File: src/rtl/bcd_to_binary.sv
// 4-digit BCD to 14-bit binary converter, reverse double-dabble (shift, -3).
// Define BCD_CHECK_EN to reject inputs with a nibble above 9 via `error`.
module bcd_to_binary (
  input  logic        clk,
  input  logic        reset,
  input  logic        start,
  input  logic [15:0] bcd_in,
  output logic        busy,
  output logic        done,
  output logic [13:0] binary_out,
  output logic        error
);

  typedef enum logic {IDLE, SHIFT} state_t;

  state_t      state_q, state_d;
  logic [29:0] w_q, w_d;
  logic [3:0]  cnt_q, cnt_d;
  logic        done_q, done_d;
  logic [13:0] bin_q, bin_d;
  logic [29:0] sh;
  logic [3:0]  nib;

`ifdef BCD_CHECK_EN
  logic chk_q, chk_d;
  logic err_q, err_d;
  logic bad_in;

  assign bad_in = (bcd_in[15:12] > 4'd9) | (bcd_in[11:8] > 4'd9)
                | (bcd_in[7:4] > 4'd9) | (bcd_in[3:0] > 4'd9);
  assign error = err_q;
`else
  assign error = 1'b0;
`endif

  assign busy       = (state_q == SHIFT);
  assign done       = done_q;
  assign binary_out = bin_q;

  // Correction is applied to the post-shift BCD nibbles.
  always_comb begin
    sh  = w_q >> 1;
    nib = '0;
    for (int i = 0; i < 4; i++) begin
      nib = sh[14 + 4*i +: 4];
      if (nib >= 4'd8) sh[14 + 4*i +: 4] = nib - 4'd3;
    end
  end

  always_comb begin
    state_d = state_q;
    w_d     = w_q;
    cnt_d   = cnt_q;
    done_d  = 1'b0;
    bin_d   = bin_q;
`ifdef BCD_CHECK_EN
    chk_d   = chk_q;
    err_d   = err_q;
`endif
    unique case (state_q)
      IDLE: begin
        if (start) begin
          state_d = SHIFT;
          cnt_d   = '0;
`ifdef BCD_CHECK_EN
          chk_d   = bad_in;
          if (!bad_in) w_d = {bcd_in, 14'b0};
`else
          w_d     = {bcd_in, 14'b0};
`endif
        end
      end
      SHIFT: begin
`ifdef BCD_CHECK_EN
        if (chk_q) begin
          state_d = IDLE;
          done_d  = 1'b1;
          bin_d   = '0;
          err_d   = 1'b1;
          chk_d   = 1'b0;
        end else begin
`else
        begin
`endif
          w_d   = sh;
          cnt_d = cnt_q + 4'd1;
          if (cnt_q == 4'd13) begin
            state_d = IDLE;
            done_d  = 1'b1;
            bin_d   = sh[13:0];
`ifdef BCD_CHECK_EN
            err_d   = 1'b0;
`endif
          end
        end
      end
      default: state_d = IDLE;
    endcase
  end

  always_ff @(posedge clk) begin
    if (reset) begin
      state_q <= IDLE;
      w_q     <= '0;
      cnt_q   <= '0;
      done_q  <= 1'b0;
      bin_q   <= '0;
`ifdef BCD_CHECK_EN
      chk_q   <= 1'b0;
      err_q   <= 1'b0;
`endif
    end else begin
      state_q <= state_d;
      w_q     <= w_d;
      cnt_q   <= cnt_d;
      done_q  <= done_d;
      bin_q   <= bin_d;
`ifdef BCD_CHECK_EN
      chk_q   <= chk_d;
      err_q   <= err_d;
`endif
    end
  end

endmodule
File: config.mk
export PLATFORM = sky130hd
export DESIGN_NAME = bcd_to_binary
export DESIGN_NICKNAME = d
export VERILOG_FILES = /design/src/rtl/bcd_to_binary.sv
export SDC_FILE = /design/constraint.sdc
export NUM_CORES = 1
export LEC_CHECK = 0
export ABC_AREA = 0
export CELL_PAD_IN_SITES_DETAIL_PLACEMENT = 1
export CELL_PAD_IN_SITES_GLOBAL_PLACEMENT = 2
export CORE_MARGIN = 10
export CORE_UTILIZATION = 33
export DETAILED_ROUTE_END_ITERATION = 6
export PLACE_DENSITY_LB_ADDON = 0.08
export RECOVER_POWER = 50
export SLEW_MARGIN = 20
export SYNTH_ARGS = -nofsm -noshare
export SYNTH_HDL_FRONTEND = slang
export SYNTH_SLANG_ARGS = --single-unit
File: constraint.sdc
create_clock -name clk -period 1.83 [get_ports clk]
set_clock_uncertainty 0.2 [all_clocks]
set_input_delay 0.183 -clock clk [delete_from_list [all_inputs] [get_ports clk]]
set_output_delay 0.183 -clock clk [all_outputs]
set_load 0.05 [all_outputs]
==> results.py, run 1 <==
metrics = {
    "run_status": {
        "status": "completed",
    },
    "yosys": {
        "mappedNetlistArea_sq_mm": 0.00217,
        "synth_top_area_cell": "dfxtp_1",
        "async_flop_share": 0,
        "syn_avg_cell_area_sq_um": 9.85,
        "synth_ff_type": "dfxtp_1",
        "seq_area_frac_synth": 0.453,
        "yosysWarnings": 0,
        "synth_area_leaders": "dfxtp_1, a211oi_1, a22o_1",
        "syn-num-nets": 247,
        "netlist-cell-type-count": 31,
        "ys_ff_latch": 49,
        "synth_top_area_share": 0.453,
        "synth_edf_count": 0,
        "synthCells": 220,
    },
    "floorplanning": {
        "core-area_sq_mm": 0.00635,
        "chipWidth_um": 101,
        "die-area_sq_mm": 0.0102,
        "num_rows": 29,
        "dieHeight_um": 101,
        "io_pins": 36,
        "start_util": 0.341,
    },
    "layout": {
        "drive_above_1_share": 0.0873,
        "diodes": 0,
        "area_growth_pct": 19.1,
        "final_util": 0.406,
        "nFillCells": 725,
        "final_cell_area_sq_mm": 0.00258,
        "nets": 279,
    },
    "clocking": {
        "ctsResizeCount": 0,
        "clockRootBuffer": "clkbuf_8",
        "path_clk_slew_ps": 90,
        "htreeDepth": 2,
        "cts_setup_buffers": 0,
        "insertion_delay_ps": 300,
        "clk_path_buf_depth": 2,
        "cts_tree": "yes",
        "clkSinkCount": 49,
        "numCtsBuffers": 5,
        "ctsHoldBuffers": 0,
    },
    "route": {
        "via_per_inst": 5.00,
        "vias": 1645,
        "firstDrtPassIters": 4,
        "drtAntennaViolNets": 0,
        "drt-initial-drc-count": 45,
        "wl_per_cell_um": 14.7,
        "drt-total-wl_mm": 4.85,
        "drc": 0,
    },
    "setup_path": {
        "reg2reg_depth": 5,
        "cp_max_fo": 11,
        "cpMaxStageDelayCell": "dfxtp_2",
        "path_cells": "dlymetal6s2s_1",
        "path_class": "reg -> out",
        "path_buf_inv": 1,
        "cp-start-kind": "register",
        "worstPathRequired_ps": 1450,
        "end_kind": "output port",
        "worst_ep_arrival_time_ps": 1220,
        "worstSetupPathDepth": 1,
        "cp_top_family": "flip-flops",
        "critical-path-max-stage-delay_ps": 460,
    },
    "global_routing": {
        "antenna_found_initial": 0,
        "grt.overflow.total": 0,
        "grt_pass1_wl_mm": 8.07,
        "grt_pass1_vias": 1604,
        "grt_max_degree": 25,
        "grt_usage": 0.0966,
    },
    "timing": {
        "timing.setup.tns_ps": 0,
        "setup_slack_ps": 223,
        "timing.fmax_mhz": 622,
        "max_slew_margin": 0.598,
        "rsz0062_at_grt": "no",
        "slew_violations": 0,
        "hold_viol": 0,
        "period_share": 0.878,
        "tightest_slew_ps": 605,
        "setup_violations": 0,
        "finalCriticalPeriod_ps": 1610,
    },
    "power_and_ir_drop": {
        "power_density_mw_per_mm2": 785,
        "p_leak_uw": 0.000961,
        "finalPower_uw": 2020,
        "vdd_drop_max_v": 0.000253,
    },
    "place": {
        "io_buffers": 34,
        "dpl-instance-area_sq_mm": 0.00257,
        "gp_congestion": 0.712,
        "hpwlAfterDp_mm": 3.49,
        "dp_slack_ps": 77.1,
    },
    "min_path": {
        "min_path_type": "reg -> reg",
        "hold_depth": 1,
    },
    "job": {
        "cap_viol_max_count": 0,
    },
}
==> registers in the layout, summed over array words and instances, names as in the netlist <==
signal,flops
binary_out,14
busy,1
cnt_q,4
done,1
w_q,29
==> Yosys cell counts, types with 2 or more instances <==
cell type and number:
a22o_1 14, ha_1 8, inv_1 7, mux2i_1 11
mux2_2 2, dfxtp_1 49, a21oi_1 17, nor3b_1 13
buf_2 8, clkbuf_1 4, a211oi_1 18, nor2b_1 14
nor2_1 22, buf_4 5, o22a_1 3, xnor2_1 6
nand3_1 2, nand2_1 4
==> placed cells by master, fill, tap and decap left out, types with 2 or more instances in the layout <==
master           instances
mux2i_1                 11
nand3_1                  2
buf_12                   2
clkbuf_2                 3
o22a_1                   3
buf_4                    4
ha_1                     8
inv_1                    7
a22o_1                  14
mux2_2                   2
dfxtp_1                 48
a21oi_1                 17
nor3b_1                 13
clkbuf_8                 5
clkdlybuf4s50_1         17
xnor2_1                  6
clkbuf_1                15
a211oi_1                18
nor2b_1                 14
nor2_1                  22
nand2_1                  4
==> worst paths after layout <==
kind / slack [ps] / from / to
hold / removal: 280 / w_q[1]$_SDFFE_PP0P_ / binary_out[0]$_SDFFE_PP0P_
setup / recovery: 220 / busy$_SDFF_PP0_ / busy
setup reg to reg: 240 / cnt_q[0]$_SDFFE_PP0P_ / binary_out[9]$_SDFFE_PP0P_
hold reg to reg: 280 / w_q[1]$_SDFFE_PP0P_ / binary_out[0]$_SDFFE_PP0P_
==> logic make-up after synthesis <==
| family | synth area share |
|---|---|
| xor+xnor | 0.0242 |
| compound gates | 0.180 |
| buf+inv | 0.0600 |
| flops | 0.453 |
| fa+ha+maj | 0.0462 |
| simple gates | 0.169 |
| other cells | 0.00173 |
| mux | 0.0664 |
==> metrics by stage <==
step                hold slack [ps]  instances
global route                    305        329
floorplan                       178        220
global placement                259        322
CTS                             286        329
finish                          282        329
detailed placement              265        322
==> routing by layer <==
layer / part of all wire / wire, um / global-route usage / vias to the layer above
met3: 0.049 / 239 / 0.0377 / 6
met2: 0.44 / 2140 / 0.138 / 23
met1: 0.50 / 2410 / 0.129 / 785
met5: 0 / 0 / 0 / -
li1: - / - / - / 831
met4: 0.013 / 61 / 0.0322 / 0
==> cell type report <==
class                           instances  area, sq um  area share
Clock buffer                            5         68.8      0.0267
Clock inverter                          2         16.3     0.00630
Inverter                                7         26.3      0.0102
Multi-Input combinational cell        146         1060       0.409
Sequential cell                        49          982       0.381
Tap cell                               77         96.3      0.0373
Timing Repair Buffer                   43          334       0.129
==> power breakdown <==
group          leakage (uW)  internal (uW)  total, uW  switching, uW
Sequential         0.000399           1100       1140           42.4
Clock             0.0000402            264        635            370
Combinational      0.000522            129        250            121
Total              0.000961           1490       2020            534
Note: power is estimated with default switching activity, not from simulation.
==> run 2: changes to the inputs <==
--- a/config.mk
+++ b/config.mk
@@ -5,7 +5,6 @@
 export SDC_FILE = /design/constraint.sdc
 export NUM_CORES = 1
 export LEC_CHECK = 0
-export ABC_AREA = 0
 export CELL_PAD_IN_SITES_DETAIL_PLACEMENT = 1
 export CELL_PAD_IN_SITES_GLOBAL_PLACEMENT = 2
 export CORE_MARGIN = 10
==> results of run 2 <==
Same layout as run 1: the final DEF is identical, and so are final timing and power.
